`src/rtl/spram_readout.sv`:
```
// Streams 16-bit SPRAM words MSB-first to a ready/valid serial sink.
// Define SPRAM_READOUT_LOOP_EN to repeat the frame until abort or reset.
module spram_readout (
    input  logic        clk,
    input  logic        reset,
    input  logic        start,
    input  logic [13:0] num_words,
    input  logic        abort,
    output logic [13:0] rd_addr,
    input  logic [15:0] rd_data,
    output logic        bit_out,
    output logic        bit_valid,
    input  logic        bit_ready,
    output logic        busy,
    output logic        done
);

    typedef enum logic [2:0] {
        StIdle,
        StAddr,
        StLoad,
        StShift,
        StDone
    } state_e;

    state_e      state_q, state_d;
    logic [13:0] count_q, count_d;
    logic [13:0] idx_q, idx_d;
    logic [13:0] addr_q, addr_d;
    logic [15:0] shreg_q, shreg_d;
    logic [4:0]  bit_cnt_q, bit_cnt_d;
    logic        abort_q, abort_d;
    logic        done_q, done_d;

    logic        handshake;
    logic        last_bit;
    logic        stop_req;
    logic [13:0] idx_inc;

    assign handshake = (state_q == StShift) && bit_ready;
    assign last_bit  = handshake && (bit_cnt_q == 5'd1);
    assign idx_inc   = idx_q + 14'd1;
    // An abort arriving on the final handshake still ends the frame at this boundary.
    assign stop_req  = abort_q | abort;

    always_comb begin
        state_d   = state_q;
        count_d   = count_q;
        idx_d     = idx_q;
        addr_d    = addr_q;
        shreg_d   = shreg_q;
        bit_cnt_d = bit_cnt_q;
        abort_d   = abort_q;
        done_d    = 1'b0;

        unique case (state_q)
            StIdle: begin
                if (start && (num_words != 14'd0)) begin
                    count_d = num_words;
                    idx_d   = 14'd0;
                    addr_d  = 14'd0;
                    abort_d = 1'b0;
                    state_d = StAddr;
                end
            end
            StAddr: begin
                state_d = StLoad;
            end
            StLoad: begin
                shreg_d   = rd_data;
                bit_cnt_d = 5'd16;
                state_d   = StShift;
            end
            StShift: begin
                if (abort) begin
                    abort_d = 1'b1;
                end
                if (handshake) begin
                    shreg_d   = {shreg_q[14:0], 1'b0};
                    bit_cnt_d = bit_cnt_q - 5'd1;
                end
                if (last_bit) begin
                    idx_d = idx_inc;
                    if (stop_req) begin
                        done_d  = 1'b1;
                        state_d = StDone;
                    end else if (idx_inc == count_q) begin
                        done_d = 1'b1;
`ifdef SPRAM_READOUT_LOOP_EN
                        // Wrap straight into the next pass; done pulses during its ADDR cycle.
                        idx_d   = 14'd0;
                        addr_d  = 14'd0;
                        state_d = StAddr;
`else
                        state_d = StDone;
`endif
                    end else begin
                        addr_d  = idx_inc;
                        state_d = StAddr;
                    end
                end
            end
            StDone: begin
                abort_d = 1'b0;
                state_d = StIdle;
            end
            default: begin
                state_d = StIdle;
            end
        endcase
    end

    always_ff @(posedge clk) begin
        if (reset) begin
            state_q   <= StIdle;
            count_q   <= 14'd0;
            idx_q     <= 14'd0;
            addr_q    <= 14'd0;
            shreg_q   <= 16'd0;
            bit_cnt_q <= 5'd0;
            abort_q   <= 1'b0;
            done_q    <= 1'b0;
        end else begin
            state_q   <= state_d;
            count_q   <= count_d;
            idx_q     <= idx_d;
            addr_q    <= addr_d;
            shreg_q   <= shreg_d;
            bit_cnt_q <= bit_cnt_d;
            abort_q   <= abort_d;
            done_q    <= done_d;
        end
    end

    assign rd_addr   = addr_q;
    assign bit_out   = shreg_q[15];
    assign bit_valid = (state_q == StShift);
    assign busy      = (state_q != StIdle);
    assign done      = done_q;

endmodule

```
`config.mk`:
```
export PLATFORM = sky130hd
export DESIGN_NAME = spram_readout
export DESIGN_NICKNAME = d
export VERILOG_FILES = /design/src/rtl/spram_readout.sv
export SDC_FILE = /design/constraint.sdc
export NUM_CORES = 1
export LEC_CHECK = 0
export CAP_MARGIN = 10
export CORE_ASPECT_RATIO = 0.8
export CORE_MARGIN = 5
export CORE_UTILIZATION = 59
export CTS_BUF_LIST = sky130_fd_sc_hd__clkbuf_16
export DETAILED_ROUTE_END_ITERATION = 16
export PLACE_DENSITY = 0.86
export SYNTH_ARGS = -nofsm -noshare
export SYNTH_HDL_FRONTEND = slang
export SYNTH_SLANG_ARGS = --single-unit
```
`constraint.sdc`:
```
create_clock -name clk -period 6 [get_ports clk]
set_input_delay 0.6 -clock clk [delete_from_list [all_inputs] [get_ports clk]]
set_output_delay 0.6 -clock clk [all_outputs]
set_load 0.02 [all_outputs]
```
==> summary by stage <==
Logic synthesis
The share of async-settable or async-resettable flops after synthesis is 0%. Counting flops with a built-in enable in the synthesized netlist gives 0. Synthesis produced 460 cells.

For this run, the register share of the synthesized area comes to 37.18%. After synthesis the netlist holds a flip-flop and latch count of approximately 70. For this run, the number of Yosys warnings is 0. The unique cell type count in the Yosys netlist is 55. The most common flop cell mapped by yosys is sky130_fd_sc_hd__dfxtp_1. The mean area per synthesized cell is between 7 and 8 sq um. After synthesis the cells add up to ~3700 sq um. When the netlist entered floorplanning its net count stood at 498.

Setup path
In this run the worst path has a maximum fanout of 14. For the worst setup path, the data required time is just over 6 ns. In this design, the stage delay of the slowest critical-path cell is 0.93 ns. The arrival time of data at the critical path endpoint is around 4 ns. STA classifies the critical path endpoint as a flop. Traced cell by cell, the critical path runs through ha_1, nand3_1, or4_1, xnor2_1, o2111ai_1, nor4_1, a21oi_1, o22ai_1. The type of the worst setup path is reg2reg. The category of the worst setup path launch point is a flop. The library cell contributing the largest single delay on the critical path is sky130_fd_sc_hd__a21oi_1.

Routing
The final wirelength is a little under 10000 microns. The number of remaining DRC errors is 0. The average vias per placed instance is 6.140.

The routed layout has 3500 vias. The average routed wire per standard cell is 17.19 microns. The count of nets left with antenna violations once routing finished came out at 0.

The detailed router finished its first iteration with 443 violations. For this run, the detailed router's first-pass iteration total came to 5.

Power
Of the total power, combinational logic draws 11.3%. The share of power burned in the clock network is 47.1%. In this run switching power makes up 24.23% of total power. The static leakage is 1.581 nW. In this run the power spent charging and discharging nets is 287.5 uW. The internal power is roughly 900 uW. The part of the total power dissipated in sequential elements is 41.6%. The maximum vdd drop is 0.1503 mV.

Power spread over the standard cell area amounts to 269.0 nW/um^2.

Layout
The net count of the finished layout is 522. The number of antenna repair diodes is 0. The most common cell after layout, fill and taps aside is sky130_fd_sc_hd__dfxtp_1. In the layout the commonest cells are 68 x sky130_fd_sc_hd__dfxtp_1, 62 x sky130_fd_sc_hd__nor2_1, 53 x sky130_fd_sc_hd__nand2_1. The share of final-layout standard cells stronger than drive strength 1 is 4.499%. Compared with the post-synthesis result, the final layout area differs by 20.51%.

Place
The weighted congestion at the end of routability-driven global placement is a little over 0.9. Summed over all nets, the half-perimeter wirelength after detailed placement is 6725 microns. Buffers placed on the I/O ports in this run total 52.

Global routing
The number of global-route vias before repair is about 3300. Summed over all layers, the global routing overflow is 0. The all-layer global routing usage is 25.71%. Entering global routing, the biggest net connects 67 pins. The initial antenna violation count is 0.

The first global-routing pass estimated 16080 microns of wire.

Floorplan
The number of ports placed on the die boundary is 53. The y dimension of the die is 80.46 microns. The core region is 5974 sq um. The overall die width is 98.07 microns. For this configuration, the core starts out at a cell density of ~61%. The die covers 7890 sq um. The row count is 25.

Clock network
The H-tree generated during clock tree synthesis spans 3 levels. The maximum number of buffers from clock root to sink is 2. The number of clock buffers added by TritonCTS is 9. TritonCTS built the clock tree.

The cell sitting at the root of the clock tree is a sky130_fd_sc_hd__clkbuf_16. After clock tree synthesis, the setup repair step added 0 buffers. The quantity of hold-fixing buffers added after cts is 0. The number of resized instances in the post-cts repair step is 0. Counting every sink on the clock net gives 68. The clock latency on the worst-skew pair is ~0.33 ns.

The post-CTS clock slew at the launch and capture registers of the worst setup and hold paths is 0.05 ns.

Timing
Setup violations remaining at the end of the flow were counted as 0. The worst max-slew margin expressed relative to the limit is 21.26%. The sum of negative setup slack is 0 ns. After layout, the worst path uses 63.11% of the clock period. Setup repair after global routing left no endpoint under its margin.

Between clock sinks in the finished design, the worst skew comes to about 0.0052 ns. The slew at the pin with the worst max-slew slack is 1.181 ns. The highest clock frequency the design can meet is 0.2641 GHz.

The max-slew violation total from the final report is 0. The total count of hold-check failures in the final report is 0. Counting I/O delays and the setup requirement, the final critical path takes roughly 3.8 ns.

The final hold slack is 0.4755 ns.

Min path
The worst hold path belongs to the class reg2reg.

Run status
The flow ran to the end, and the final reports show no timing, DRC or antenna violations.

Run
The tool flagged a number of max-cap violations equal to 0.
-- metrics by stage --
stage | cell area [sq um] | setup WS, ns | util [%] | instances | power, mW
6_report | 4412 | 2.214 | 73.84 | 570 | 1.187
2_1_floorplan | 3661 | 3.400 | - | 460 | 0.5852
4_1_cts | 4412 | 2.304 | 73.84 | 570 | 1.187
5_1_grt | 4412 | 2.023 | 73.84 | 570 | 1.226
3_3_place_gp | 4095 | 2.229 | 68.54 | 554 | 0.6295
3_5_place_dp | 4095 | 2.136 | 68.54 | 554 | 0.6332
-- critical path: cells and delay by family (launching register included) --
| kind | cells | cell delay [ns] |
|---|---|---|
| DFF | 1 | 0.50 |
| adders and majority gates | 1 | 0.33 |
| AOI/OAI and AO/OA | 3 | 1.39 |
| and+or+nand+nor | 3 | 1.20 |
| xor gates and xnor gates | 1 | 0.18 |
-- logic make-up after synthesis --
family | count (synthesis) | share of synthesized area (%)
buf+inv | 57 | 6.937
flops | 68 | 37.18
compound gates | 101 | 19.17
fa+ha+maj | 3 | 1.025
xor+xnor | 27 | 6.459
simple gates | 189 | 25.12
mux | 15 | 4.101
-- power groups by stage --
stage / sequential, mW / clock (mW) / combinational (mW)
global placement: 0.501 / 0 / 0.129
CTS: 0.493 / 0.561 / 0.133
finish: 0.493 / 0.559 / 0.134
floorplan: 0.495 / 0 / 0.0901
detailed placement: 0.502 / 0 / 0.131
global route: 0.496 / 0.582 / 0.148
-- worst paths after layout --
path,endpoint,depth (start not counted),startpoint,slack (ns)
worst max-delay path,rd_addr[3]$_SDFFE_PP0P_,8,idx_q[0]$_SDFFE_PP0P_,2.21
worst min-delay path,shreg_q[15]$_SDFFE_PP0P_,2,shreg_q[14]$_SDFFE_PP0P_,0.48
worst max register to register,rd_addr[3]$_SDFFE_PP0P_,8,idx_q[0]$_SDFFE_PP0P_,2.21
worst min register to register,shreg_q[15]$_SDFFE_PP0P_,2,shreg_q[14]$_SDFFE_PP0P_,0.48
-- registers in the layout (all words and copies together), names as in the netlist --
name and flops:
state_q 3, bit_cnt_q 5, rd_addr 14, abort_q 1
done 1, count_q 14, idx_q 14, shreg_q 16
-- metal layers --
| layer | GRT usage (%) | share of wire (%) |
|---|---|---|
| met5 | 0 | 0 |
| met4 | 10.65 | 2.4 |
| met3 | 6.076 | 9.3 |
| met2 | 41.85 | 45 |
| met1 | 32.85 | 43 |
-- layout make-up --
type                    count  area [sq um]
clock inverters             7         91.34
well taps                  81         101.3
repair buffers             53         523.0
flip-flops and latches     68          1361
clock buffers               9         225.2
multi-input cells         335          2046
inverters                  17         63.81
fillers                   467          1563
-- synth_stat cells, types with 4 or more instances --
| cell | n | area share [%] |
|---|---|---|
| sky130_fd_sc_hd__a21oi_1 | 24 | 3.3 |
| sky130_fd_sc_hd__a311oi_1 | 15 | 3.6 |
| sky130_fd_sc_hd__a31oi_1 | 4 | 0.68 |
| sky130_fd_sc_hd__and2_1 | 5 | 0.85 |
| sky130_fd_sc_hd__buf_1 | 4 | 0.41 |
| sky130_fd_sc_hd__buf_2 | 8 | 1.1 |
| sky130_fd_sc_hd__clkbuf_1 | 23 | 2.4 |
| sky130_fd_sc_hd__dfxtp_1 | 68 | 37 |
| sky130_fd_sc_hd__inv_1 | 16 | 1.6 |
| sky130_fd_sc_hd__mux2i_1 | 15 | 4.1 |
| sky130_fd_sc_hd__nand2_1 | 53 | 5.4 |
| sky130_fd_sc_hd__nand2b_1 | 15 | 2.6 |
| sky130_fd_sc_hd__nand3_1 | 8 | 1.1 |
| sky130_fd_sc_hd__nand4_1 | 5 | 0.85 |
| sky130_fd_sc_hd__nor2_1 | 62 | 6.4 |
| sky130_fd_sc_hd__nor3_1 | 10 | 1.4 |
| sky130_fd_sc_hd__nor3b_1 | 4 | 0.82 |
| sky130_fd_sc_hd__nor4_1 | 8 | 1.4 |
| sky130_fd_sc_hd__o21ai_0 | 13 | 1.8 |
| sky130_fd_sc_hd__o22ai_1 | 11 | 1.9 |
| sky130_fd_sc_hd__o32ai_1 | 5 | 1.2 |
| sky130_fd_sc_hd__or3_1 | 4 | 0.68 |
| sky130_fd_sc_hd__xnor2_1 | 18 | 4.3 |
| sky130_fd_sc_hd__xor2_1 | 9 | 2.2 |
No activity file was read; power rests on OpenSTA's default activity.
